--- src/rtl/ps2_rx_mmio.sv ---
// ps2_rx_mmio -- memory-mapped PS/2 keyboard receiver.
//
// Deserializes device-to-host PS/2 frames (start, 8 data bits LSB first,
// odd parity, stop). It checks framing and parity, and buffers good
// scancodes in a FIFO. The CPU polls and pops the FIFO through the shared
// data-memory bus.
//
// Optional feature macro: PS2_RX_TIMEOUT_EN
//   When defined, a partial frame is aborted after TIMEOUT_CYCLES idle
//   clock cycles and frame_err is raised. When undefined, no counter is
//   built and a stalled frame waits for more edges, or for reset.
//
// Ports:
//   clock      system clock
//   reset      asynchronous, active-low reset
//   ps2_clk    raw PS/2 clock pin (asynchronous)
//   ps2_data   raw PS/2 data pin (asynchronous)
//   mem_addr   CPU data address
//   mem_wen    CPU store strobe
//   mem_wdata  CPU store data (only the strobe matters)
//   rdata      read data for DATA/STATUS, 0 otherwise
//   rsel       high when mem_addr hits DATA_ADDR or STATUS_ADDR
module ps2_rx_mmio #(
  parameter int          FIFO_DEPTH     = 8,
  parameter logic [31:0] DATA_ADDR      = 32'd4099,
  parameter logic [31:0] STATUS_ADDR    = 32'd4100,
  parameter int          TIMEOUT_CYCLES = 5000
) (
  input  logic        clock,
  input  logic        reset,
  input  logic        ps2_clk,
  input  logic        ps2_data,
  input  logic [31:0] mem_addr,
  input  logic        mem_wen,
  input  logic [31:0] mem_wdata,
  output logic [31:0] rdata,
  output logic        rsel
);

  localparam int AW = $clog2(FIFO_DEPTH);
  localparam int CW = AW + 1;

  typedef enum logic [1:0] {IDLE, DATA, PARITY, STOP} state_t;

  state_t        state, state_next;
  logic          clk_meta, clk_sync, clk_prev, data_meta, data_sync;
  logic          fall;
  logic [7:0]    shreg;
  logic [2:0]    bit_cnt;
  logic          parity_bit;
  logic          frame_end, frame_good, frame_bad, timeout_hit;
  logic [7:0]    mem [FIFO_DEPTH];
  logic [AW-1:0] wr_ptr, rd_ptr;
  logic [CW-1:0] count;
  logic          empty, full, pop_req, pop_eff, push, clear_flags;
  logic          overrun, frame_err;
  logic          unused_bits;

  // The store data is only a strobe, and the timeout length is unused in
  // builds without the timeout.
  assign unused_bits = ^{mem_wdata, 32'(TIMEOUT_CYCLES)};

  // Synchronizers idle high so that reset never fakes a falling edge.
  always_ff @(posedge clock or negedge reset) begin
    if (!reset) begin
      clk_meta  <= 1'b1;
      clk_sync  <= 1'b1;
      clk_prev  <= 1'b1;
      data_meta <= 1'b1;
      data_sync <= 1'b1;
      fall      <= 1'b0;
    end else begin
      clk_meta  <= ps2_clk;
      clk_sync  <= clk_meta;
      clk_prev  <= clk_sync;
      data_meta <= ps2_data;
      data_sync <= data_meta;
      fall      <= clk_prev & ~clk_sync;
    end
  end

  always_ff @(posedge clock or negedge reset) begin
    if (!reset) state <= IDLE;
    else        state <= state_next;
  end

  // A high data line at a falling edge in IDLE is not a start bit, so it is
  // ignored. The timeout only fires on a cycle with no edge.
  always_comb begin
    state_next = state;
    frame_end  = 1'b0;
    case (state)
      IDLE:   if (fall && !data_sync) state_next = DATA;
      DATA:   if (fall && bit_cnt == 3'd7) state_next = PARITY;
      PARITY: if (fall) state_next = STOP;
      STOP:   if (fall) begin
                state_next = IDLE;
                frame_end  = 1'b1;
              end
      default: state_next = IDLE;
    endcase
    if (timeout_hit) state_next = IDLE;
  end

  // At the stop edge, data_sync holds the stop bit.
  assign frame_good = frame_end && (^{shreg, parity_bit}) && data_sync;
  assign frame_bad  = frame_end && !frame_good;

`ifdef PS2_RX_TIMEOUT_EN
  localparam int TW = $clog2(TIMEOUT_CYCLES + 1);
  logic [TW-1:0] tcnt;

  assign timeout_hit = (state != IDLE) && !fall && (tcnt == TW'(TIMEOUT_CYCLES - 1));

  // Counts cycles since the last falling edge while a frame is in progress.
  always_ff @(posedge clock or negedge reset) begin
    if (!reset)                                  tcnt <= '0;
    else if (fall || state == IDLE || timeout_hit) tcnt <= '0;
    else                                         tcnt <= tcnt + 1'b1;
  end
`else
  assign timeout_hit = 1'b0;
`endif

  // Shift register, bit counter and parity capture. The data bits arrive
  // LSB first, so each bit enters at bit 7 and the register shifts right.
  always_ff @(posedge clock or negedge reset) begin
    if (!reset) begin
      shreg      <= '0;
      bit_cnt    <= '0;
      parity_bit <= 1'b0;
    end else if (timeout_hit) begin
      shreg      <= '0;
      bit_cnt    <= '0;
      parity_bit <= 1'b0;
    end else if (fall) begin
      case (state)
        IDLE: if (!data_sync) begin
                shreg   <= '0;
                bit_cnt <= '0;
              end
        DATA: begin
                shreg   <= {data_sync, shreg[7:1]};
                bit_cnt <= bit_cnt + 1'b1;
              end
        PARITY: parity_bit <= data_sync;
        default: ;
      endcase
    end
  end

  // A pop frees a slot in the same cycle, so a push into a full FIFO with a
  // simultaneous pop is accepted and does not count as an overrun.
  assign empty       = (count == '0);
  assign full        = (count == CW'(FIFO_DEPTH));
  assign pop_req     = mem_wen && (mem_addr == DATA_ADDR);
  assign pop_eff     = pop_req && !empty;
  assign push        = frame_good && (!full || pop_eff);
  assign clear_flags = mem_wen && (mem_addr == STATUS_ADDR);

  always_ff @(posedge clock) begin
    if (push) mem[wr_ptr] <= shreg;
  end

  always_ff @(posedge clock or negedge reset) begin
    if (!reset) begin
      wr_ptr <= '0;
      rd_ptr <= '0;
      count  <= '0;
    end else begin
      if (push)    wr_ptr <= wr_ptr + 1'b1;
      if (pop_eff) rd_ptr <= rd_ptr + 1'b1;
      count <= count + CW'(push) - CW'(pop_eff);
    end
  end

  // Sticky error flags. When a set and a clear coincide, the set wins.
  always_ff @(posedge clock or negedge reset) begin
    if (!reset) begin
      overrun   <= 1'b0;
      frame_err <= 1'b0;
    end else begin
      if (frame_good && full && !pop_eff) overrun <= 1'b1;
      else if (clear_flags)               overrun <= 1'b0;
      if (frame_bad || timeout_hit)       frame_err <= 1'b1;
      else if (clear_flags)               frame_err <= 1'b0;
    end
  end

  // Zero-latency read path for the q_dmem mux. The head is masked when the
  // FIFO is empty, so an empty DATA read returns 0.
  always_comb begin
    rdata = '0;
    rsel  = 1'b0;
    if (mem_addr == DATA_ADDR) begin
      rsel  = 1'b1;
      rdata = {23'b0, !empty, empty ? 8'h00 : mem[rd_ptr]};
    end else if (mem_addr == STATUS_ADDR) begin
      rsel  = 1'b1;
      rdata = {14'b0, frame_err, overrun, {(16 - CW){1'b0}}, count};
    end
  end

endmodule

--- config.mk ---
export PLATFORM = sky130hd
export DESIGN_NAME = ps2_rx_mmio
export DESIGN_NICKNAME = d
export VERILOG_FILES = /design/src/rtl/ps2_rx_mmio.sv
export SDC_FILE = /design/constraint.sdc
export NUM_CORES = 1
export LEC_CHECK = 0
export CELL_PAD_IN_SITES_DETAIL_PLACEMENT = 2
export CELL_PAD_IN_SITES_GLOBAL_PLACEMENT = 2
export CORE_MARGIN = 2
export CORE_UTILIZATION = 30
export CTS_BUF_LIST = sky130_fd_sc_hd__clkbuf_16
export CTS_CLUSTER_SIZE = 16
export DETAILED_ROUTE_END_ITERATION = 10
export GPL_TIMING_DRIVEN = 0
export PLACE_DENSITY = 0.71
export SETUP_SLACK_MARGIN = 0.02
export SYNTH_ARGS = -nofsm -noshare
export SYNTH_HDL_FRONTEND = slang
export SYNTH_SLANG_ARGS = --single-unit
--- constraint.sdc ---
create_clock -name clock -period 3.7 [get_ports clock]
set_input_delay 0.37 -clock clock [delete_from_list [all_inputs] [get_ports clock]]
set_output_delay 0.37 -clock clock [all_outputs]
set_load 0.1 [all_outputs]
Word-level counts from Yosys, hierarchy flattened
Memory sizes are Yosys's and may differ from the RTL's.
Cells that the tools add are included.

cells by class
  add/sub/neg operators = 5
  bitwise operators = 2
  reductions and logical operators = 26
  equal/unequal tests = 12
  multiplexer cells = 21

operators by type and width
  kind                                                                count
  32-bit by 13-bit == test with 1-bit output (second input constant)  2
  32-bit two-way mux                                                  1
  18-bit two-way mux                                                  1
  8-bit two-way mux                                                   2
  8-bit case mux with 2 select lines                                  1
  1-bit logical AND                                                   11
  2-bit inequality test (second input constant)                       5
  3-bit by 1-bit adder with 3-bit output (second input constant)      3
  1-bit two-way mux                                                   9
  9-bit XOR reduction                                                 1
  2-bit two-way mux                                                   4
  2-bit case mux with 4 select lines                                  1
  3-bit case mux with 2 select lines                                  1
  2-bit nonzero test                                                  3
  1-bit logical NOT                                                   5
  4-bit by 1-bit adder with 4-bit output                              1
  2-bit == test (second input constant)                               2
  4-bit == test (second input constant)                               1
  4-bit logical NOT                                                   1
  4-bit AND reduction                                                 1
  4-bit by 1-bit subtractor with 4-bit output                         1
  3-bit == test (second input constant)                               1
  3-bit two-way mux                                                   1
  3-bit AND reduction                                                 1
  6 further kinds                                                     6

storage, ports and cells
  memories kept = 1
  bits in writable memories = 64
  register bits = 32
  output and inout bits = 33

memory list
  memory  depth  width  read ports  clocked after memory_dff  wr ports  RTL line  text
  mem     8      8      1           0                         1         52        logic [7:0] mem [FIFO_DEPTH];

Logic depth before layout (Yosys ltp)
Gate-level depths: netlist of the first run.

  depth in word-level cells = 7
  gate-level depth with buffers = 10

Worst setup path after synthesis of the first run
Ideal clock, no wire load.

  kind = register to output
  from = register rd_ptr[1]
  to = output rdata[0]
  cell stages (with the launch flop) = 6
  data arrival time = 3.377 ns
  setup slack = -0.047 ns
  buffers on the path = 2
  cells stage by stage = dfrtp_1 -> clkbuf_1 -> clkbuf_1 -> mux4_2 -> mux2i_1 -> o21ai_0

on the way
  longest elaborated chain between the ends = 3

RTL lines
  what                    RTL line  text
  start, declared         53        logic [AW-1:0] wr_ptr, rd_ptr;
  start signal, assigned  172       if (pop_eff) rd_ptr <= rd_ptr + 1'b1;
  memory 8 x 8 bit        -
  8-bit two-way mux       197       rdata = {23'b0, !empty, empty ? 8'h00 : mem[rd_ptr]};
  32-bit two-way mux      195       if (mem_addr == DATA_ADDR) begin
  end, declared           36        output logic [31:0] rdata,

No other way between the ends.

Worst setup path in the final report of the first run
  from = input mem_addr[8]
  to = output rdata[17]

on the way
  longest elaborated chain between the ends = 3

RTL lines
  what                                        RTL line  text
  start, declared                             33        input logic [31:0] mem_addr,
  32-bit by 13-bit == test with 1-bit output  198       end else if (mem_addr == STATUS_ADDR) begin
  18-bit two-way mux                          198
  32-bit two-way mux *                        195

Every way passes the cells marked *; elsewhere a longest branch is shown, timed or not.

==> results of run 1 <==
## what timing repair did
action,in CTS,in global routing
setup buffers,0,0
gates cloned,0,0
resized for setup,11,17
endpoints found under the hold margin,0,0
setup endpoints to repair,11,9
## cells in the final DEF (no fill, tap or decap), types with 3 or more instances in the layout
cell             synthesis  final
mux2_2                   4      4
ha_1                    13     13
nor4_2                   2      3
mux2i_1                  9      9
conb_1                   1     21
xnor2_1                  6      6
clkbuf_2                 0      5
a22o_1                  10     10
mux4_2                  16     16
clkbuf_1                 5      5
clkdlybuf4s15_1          0      4
clkinvlp_4               0      3
and2_1                   3      3
dfstp_2                  5      5
nor4_1                   4      3
clkdlybuf4s50_1          0     36
nor2_1                  14     14
dfrtp_1                 27     27
buf_2                    2      3
edfxtp_1                64     64
o21ai_0                  7      6
xor2_1                   3      3
inv_1                   11     13
nor3_2                   1      4
buf_4                   21     23
nand2_1                 11     11
clkbuf_16                0      9
a21boi_0                 3      3
## per-layer routing
metal,up-vias,global-route usage
li1,1166,-
met2,48,0.243
met4,0,0.0549
met1,1315,0.162
met3,12,0.0245
met5,-,0
## worst max-delay path, stage by stage
cell and delay [ps]:
clkdlybuf4s50_1 420, nor4_1 340, nand4_1 310, nor3_2 590, and2_1 210, clkdlybuf4s15_1 830
## layout make-up
class                   instances  area [sq um]  area share
flip-flops and latches         96          2730       0.504
multi-input cells             162          1500       0.276
repair buffers                 50           463      0.0855
well taps                     184           230      0.0425
clock buffers                   9           225      0.0416
plain buffers                  28           186      0.0345
clock inverters                 7          41.3     0.00763
inverters                      11          41.3     0.00763
## logic make-up (layout without fill, tap and decap cells)
logic type,Yosys count,count (layout),synth area share
AO/OA/AOI/OAI,33,33,0.0580
XOR/XNOR,11,11,0.0287
adder cells (fa/ha/maj),14,14,0.0419
buffers and inverters,39,105,0.0523
flip-flops,96,96,0.627
multiplexers,30,30,0.117
other,1,21,0.000861
AND/OR/NAND/NOR,53,53,0.0744
## registers in the layout (all words and copies together), names as in the netlist, 2 cells and up
register  count
rd_ptr        3
mem          64
count         4
state         2
wr_ptr        3
bit_cnt       3
shreg         8
## cells in the mapped netlist, types with 3 or more instances
cell / count
mux2_2: 4
nor2_1: 14
and2_1: 3
clkbuf_1: 5
inv_1: 11
buf_4: 21
dfstp_2: 5
nand2_1: 11
ha_1: 13
mux2i_1: 9
xnor2_1: 6
dfrtp_1: 27
a22o_1: 10
mux4_2: 16
o21ai_0: 7
a21boi_0: 3
xor2_1: 3
nor3_1: 5
nor4_1: 4
edfxtp_1: 64
## stage by stage
step,hold WS [ps],power (W),TNS (ps)
finish,99.5,0.00262,0
global route,162,0.00274,0
CTS,126,0.00265,0
detailed placement,349,0.00181,-4270
global placement,346,0.00178,-4100
floorplan,74.4,0.00167,-56.1
## where the power goes
group	switching, W	internal [W]
sequential	0.0000850	0.00123
clock	0.000386	0.000450
combinational	0.000256	0.000207
## worst max-delay path by stage
stage | slack (ps) | cells after the start | endpoint | from
after floorplan | -20 | 5 | rdata[1] | mem_addr[8]
after global placement | -340 | 6 | mem[0][4]$_DFFE_PP_ | mem_addr[24]
after detailed placement | -190 | 6 | mem[1][6]$_DFFE_PP_ | mem_addr[8]
after CTS | 80 | 6 | rdata[0] | rd_ptr[1]$_DFFE_PN0N_
after global routing | 30 | 6 | rdata[16] | mem_addr[8]
final | 250 | 6 | rdata[17] | mem_addr[8]
==> flow_metrics.tcl, run 1 <==
set metrics [dict create \
    status "completed" \
    clk_pin_slew_ps 60 \
    finalHoldViolations 0 \
    regToRegEndpoint "mem[6][4]$_DFFE_PP_" \
    start_util 0.303 \
    drive_gt1_frac 0.234 \
    peakVddDrop_mv 0.187 \
    synth_cell_types 46 \
    die_area_sq_mm 0.0155 \
    cts_made_buffers 9 \
    dieWidth_um 124 \
    met2_length_mm 5.31 \
    cp_max_fo 8 \
    wl_met3_um 277 \
    drtIter0Drc 136 \
    drc 0 \
    diodes 0 \
    timing.slew.headroom 0.254 \
    syn_area_sq_mm 0.00436 \
    ctsHoldBuffers 0 \
    avgSynthCellArea_sq_um 15.7 \
    rsz0062_at_grt "no" \
    cts.sinks 96 \
    finish.instance_area_sq_mm 0.00541 \
    cts_tree "built" \
    vias 2541 \
    numPortBuffers 48 \
    vias_per_cell 4.65 \
    core_sq_mm 0.0144 \
    dr.pass1.iters 4 \
    grt_pass1_vias 2792 \
    area_delta_synth_final_pct 24.2 \
    ant_nets 0 \
    grt_usage 0.136 \
    fin_cells 547 \
    critical_path_class "input port to output port" \
    dpl.hpwl_mm 7.42 \
    r2r_start "shreg[7]$_DFFE_PN0P_" \
    ys_seq_area_frac 0.627 \
    hold_path.class "input port to asynchronous set/reset pin" \
    startpoint_type "input port" \
    async_flop_share 0.333 \
    min_period_over_period 0.933 \
    dp_cells 530 \
    fin_util 0.377 \
    synthTopCellsByArea "edfxtp_1 (44%), dfrtp_1 (16%), mux4_2 (8.3%)" \
    synth_ff_type "edfxtp_1" \
    powerDensity_mw_per_mm2 483 \
    min_period_ps 3450 \
    cts_max_path_buffers 2 \
    synth_top_cell_area_share 0.441 \
    grt_start_max_net_pins 33 \
    cts_root_buf "clkbuf_16" \
    antenna_found_initial 0 \
    h-tree-depth 3 \
    clkLatencyLatePin_ps 340 \
    routed_wl_mm 10.0 \
    boundaryPins 102 \
    place_area_sq_mm 0.00515 \
    grt_pass1_wl_mm 15.9 \
    ys_warn_count 0 \
    pre_cts_slack_ps -192 \
    wl_met1_mm 4.25 \
    wire_per_inst_um 18.3 \
    synth-edff-count 64 \
    nets 441 \
    setup_viol 0 \
    r2r_slack_ps 630 \
    ys_ff_latch 96 \
    worstMarginPinSlew_ps 1120 \
    synth_cells 277 \
    maxSlewViolCount 0 \
    crit_path_end_kind "output port" \
    die_y_um 124 \
    finalWorstSetupSlack_ps 247 \
    required_ps 3330 \
    yosysTopAreaCell "edfxtp_1" \
    route.top_layer_used "met4" \
    cap_violations 0 \
    cellLeakagePower_nw 2.09 \
    fillers 1456 \
    finalClockSkew_ps 5.63 \
    cp.arrival_ps 3080 \
    r2r_cells 5 \
    gp_congestion 0.695 \
    fmax_mhz 290 \
    grt.overflow.total 0 \
    floorplan.rows 44 \
]
(Power assumes the default switching activity.)
==> run 2: changes to the inputs <==
Settings changed: CORE_UTILIZATION 30 to 35, PLACE_DENSITY 0.71 to 0.8.
==> flow_metrics.tcl, run 2 (synthesized netlist as in run 1, its figures left out) <==
set metrics [dict create \
    powerDensity_mw_per_mm2 499 \
    cp_num_buf_inv 3 \
    grt_usage 0.171 \
    wire_per_inst_um 19.8 \
    cts.sinks 96 \
    numPortBuffers 48 \
    die_y_um 116 \
    diodes 0 \
    finalHoldViolations 0 \
    crit_path_end_kind "output port" \
    cts_root_buf "clkbuf_16" \
    floorplan.rows 40 \
    gp_congestion 0.722 \
    cp_cell_sequence "clkbuf_1, clkbuf_1, mux4_2, mux2i_1, nor2_1, dlygate4sd2_1" \
    drc 0 \
    layout_common_cells "edfxtp_1 (64), clkdlybuf4s50_1 (36), dfrtp_1 (27)" \
    ant_nets 0 \
    nets 440 \
    dieWidth_um 116 \
    boundaryPins 102 \
    cpMaxStageDelayCell "dlygate4sd2_1" \
    tns_ps 0 \
    r2r_start "shreg[1]$_DFFE_PN0P_" \
    largest_register "mem" \
    final_common_cell "edfxtp_1" \
    r2r_cells 5 \
    cellLeakagePower_nw 2.13 \
    routed_wl_mm 10.5 \
    required_ps 3330 \
    cts_tree "built" \
    status "completed" \
    largest_reg_flops 64 \
    post_cts_buffers 0 \
    peakVddDrop_mv 0.261 \
    path_common_cell "clkbuf_1" \
    die_area_sq_mm 0.0134 \
    grt.overflow.total 0 \
    reg_top3 "mem x64, shreg x8, count x4" \
    rsz0062_at_grt "no" \
    finalClockSkew_ps 9.11 \
    timing.slew.headroom 0.311 \
    clk_pin_slew_ps 70 \
    cp.arrival_ps 3150 \
    r2r_slack_ps 650 \
    maxSlewViolCount 0 \
    setup_viol 0 \
    hold_path.class "input port to asynchronous set/reset pin" \
    min_period_ps 3520 \
    fillers 1168 \
    grt_pass1_vias 2861 \
    fmax_mhz 284 \
    cts_made_buffers 9 \
    area_delta_synth_final_pct 24.3 \
    clkLatencyLatePin_ps 350 \
    start_util 0.361 \
    min_period_over_period 0.952 \
    fin_cells 530 \
    grt_pass1_wl_mm 16.5 \
    startpoint_type "register" \
    critical_path_class "register to output port" \
    regToRegEndpoint "mem[7][4]$_DFFE_PP_" \
    critPathMaxStageDelay_ps 870 \
    cp_max_fo 10 \
    antenna_found_initial 0 \
    hold_ws_ps 96.7 \
    cts_max_path_buffers 2 \
    drtIter0Drc 114 \
    grt_start_max_net_pins 33 \
    cap_violations 0 \
    h-tree-depth 3 \
    dp_cells 514 \
    drive_gt1_frac 0.229 \
    vias 2558 \
    dr.pass1.iters 4 \
    worstMarginPinSlew_ps 1030 \
    core_sq_mm 0.0121 \
    path_delay_family "buffers and inverters" \
    vias_per_cell 4.83 \
    dpl.hpwl_mm 7.74 \
]
==> run 2: what timing repair did <==
action / CTS / global route
pin swaps: 0 / 0
hold buffers: 0 / 0
gates resized for setup: 11 / 6
setup endpoints to repair: 11 / 3
==> run 2: metrics by stage <==
step	util	area (sq um)	total power, W	setup slack, ps
final	0.449	5410	0.00270	177
after global routing	0.449	5410	0.00281	25.5
after floorplan	-	4430	0.00167	-18.7
after global placement	0.425	5120	0.00178	-265
after detailed placement	0.426	5130	0.00182	-303
after CTS	0.449	5410	0.00273	55.4
==> run 2: metal layers <==
layer,share of wire,track usage,vias up
met3,0.030,0.0371,9
met4,0.013,0.0546,0
met1,0.42,0.206,1335
met5,0,0,-
li1,-,-,1165
met2,0.54,0.304,49
==> run 2: power breakdown <==
part | total (W) | switching, W | internal [W] | leakage [nW]
clock | 0.000912 | 0.000393 | 0.000519 | 0.148
combinational | 0.000472 | 0.000263 | 0.000208 | 0.956
sequential | 0.00132 | 0.0000850 | 0.00123 | 1.02
==> run 2: cell type report <==
type	count	area, sq um	area share
buffer	28	186	0.0344
clock buffer	9	225	0.0416
tap	168	210	0.0388
timing repair buffer	49	458	0.0846
clock inverter	7	63.8	0.0118
inverter	11	41.3	0.00763
sequential	96	2730	0.504
multi-input combinational	162	1500	0.277
==> run 2: how the worst max path moves through the flow <==
stage / from / endpoint / slack [ps] / cells after the start
after floorplan: mem_addr[8] / rdata[1] / -20 / 5
after global placement: mem_addr[31] / mem[0][7]$_DFFE_PP_ / -270 / 6
after detailed placement: mem_addr[31] / mem[1][7]$_DFFE_PP_ / -300 / 6
after CTS: rd_ptr[1]$_DFFE_PN0N_ / rdata[0] / 60 / 6
after global routing: rd_ptr[1]$_DFFE_PN0N_ / rdata[6] / 30 / 6
final: rd_ptr[1]$_DFFE_PN0N_ / rdata[6] / 180 / 6
==> run 3: changes to the inputs <==
Settings changed: CORE_MARGIN 2 to default.
==> flow_metrics.tcl, run 3 (synthesized netlist as in run 1, its figures left out) <==
set metrics [dict create \
    antenna_found_initial 0 \
    routed_wl_mm 10.7 \
    boundaryPins 102 \
    peakVddDrop_mv 0.255 \
    grt_start_max_net_pins 33 \
    gp_congestion 0.730 \
    cts_made_buffers 9 \
    p_switching_w 0.000726 \
    hold_path.class "input port to asynchronous set/reset pin" \
    drc 0 \
    powerDensity_mw_per_mm2 495 \
    start_util 0.361 \
    vias_per_cell 4.86 \
    cp.arrival_ps 3140 \
    grt_pass1_vias 2858 \
    pwr-share-clk 0.330 \
    timing.slew.headroom 0.291 \
    cts_root_buf "clkbuf_16" \
    die_area_sq_mm 0.0129 \
    final_common_cell "edfxtp_1" \
    p_comb_frac 0.178 \
    rsz0062_at_grt "no" \
    startpoint_type "register" \
    fillers 1171 \
    drtIter0Drc 139 \
    layout_common_cells "edfxtp_1 (64), clkdlybuf4s50_1 (36), dfrtp_1 (27)" \
    finalHoldViolations 0 \
    cts_max_path_buffers 2 \
    pre_cts_slack_ps -179 \
    dr.pass1.iters 4 \
    setup_viol 0 \
    nets 440 \
    vias 2578 \
    met1_usage 0.207 \
    ant_nets 0 \
    cp_max_fo 10 \
    min_period_ps 3510 \
    worstMarginPinSlew_ps 1060 \
    critical_path_class "register to output port" \
    p_int_w 0.00195 \
    grt_pass1_wl_mm 16.7 \
    area_delta_synth_final_pct 24.3 \
    met2_usage 0.337 \
    finish.instance_area_sq_mm 0.00541 \
    floorplan.rows 40 \
    dieWidth_um 114 \
    h-tree-depth 3 \
    swShare 0.271 \
    finalClockSkew_ps 12.0 \
    pwr-share-seq 0.493 \
    status "completed" \
    diodes 0 \
    tns_ps 0 \
    largest_register "mem" \
    wire_per_inst_um 20.2 \
    core_sq_mm 0.0121 \
    min_period_over_period 0.950 \
    finalWorstSetupSlack_ps 186 \
    crit_path_end_kind "output port" \
    cts_tree "built" \
    clkLatencyLatePin_ps 340 \
    drive_gt1_frac 0.229 \
    fmax_mhz 285 \
    place_area_sq_mm 0.00513 \
    die_y_um 114 \
    use_met3 0.0335 \
    reg_top3 "mem x64, shreg x8, count x4" \
    clk_pin_slew_ps 70 \
    grt_usage 0.181 \
    maxSlewViolCount 0 \
    grt.overflow.total 0 \
    fin_cells 530 \
    cellLeakagePower_nw 2.11 \
    dp_cells 514 \
    required_ps 3330 \
    numPortBuffers 48 \
    cts.sinks 96 \
    dpl.hpwl_mm 7.87 \
    largest_reg_flops 64 \
    cap_violations 0 \
    ctsHoldBuffers 0 \
    grt.busiest_layer "met2" \
]
## run 3: area by class of cell
class,count,area [sq um],area share
buffer,28,186,0.0344
clock buffer,9,225,0.0416
clock inverter,7,57.6,0.0106
inverter,11,41.3,0.00763
multi-input combinational,162,1500,0.277
sequential,96,2730,0.504
tap,168,210,0.0388
timing repair buffer,49,464,0.0857
## run 3: worst paths after layout
path | from | to | slack [ps] | cells past startpoint
worst max-delay path | rd_ptr[1]$_DFFE_PN0N_ | rdata[4] | 190 | 6
worst min-delay path | reset | state[0]$_DFFE_PN0P_ | 110 | 1
worst max register to register | shreg[1]$_DFFE_PN0P_ | mem[6][4]$_DFFE_PP_ | 630 | 5
worst min register to register | data_meta$_DFF_PN1_ | data_sync$_DFF_PN1_ | 360 | 0
max in group asynchronous | reset | count[1]$_DFF_PN0_ | 3100 | 1
min in group clock | data_meta$_DFF_PN1_ | data_sync$_DFF_PN1_ | 360 | 0
## run 3: through the flow
step	power (W)	hold slack, ps	utilization
floorplan	0.00167	74.4	-
global placement	0.00178	346	0.425
detailed placement	0.00182	348	0.426
CTS	0.00270	133	0.448
global route	0.00280	145	0.449
finish	0.00268	105	0.449
## run 3: worst max-delay path: stages (launching register included)
cell           delay (ps)
dfrtp_1               370
clkbuf_1              420
clkbuf_1              610
mux4_2                350
mux2i_1                70
nor2_1                110
dlygate4sd2_1         870
## run 3: power groups by stage
| stage | sequential [W] | combinational, W | clock, W |
|---|---|---|---|
| floorplan | 0.00131 | 0.000362 | 0 |
| global placement | 0.00133 | 0.000451 | 0 |
| detailed placement | 0.00134 | 0.000477 | 0 |
| CTS | 0.00132 | 0.000482 | 0.000900 |
| global route | 0.00133 | 0.000525 | 0.000938 |
| finish | 0.00132 | 0.000476 | 0.000884 |
## run 3: repair_timing
| action | CTS | global route |
|---|---|---|
| setup endpoints to repair | 11 | 4 |
| cloned | 0 | 0 |
| endpoints found under the hold margin | 0 | 0 |
| resized for setup | 15 | 10 |
| buffers inserted | 0 | 0 |
## run 3: layer usage
metal  routed length, um  vias to the layer above
li1                    -                     1165
met5                   0                        -
met4                 232                        0
met1                4250                     1342
met2                5850                       56
met3                 348                       15
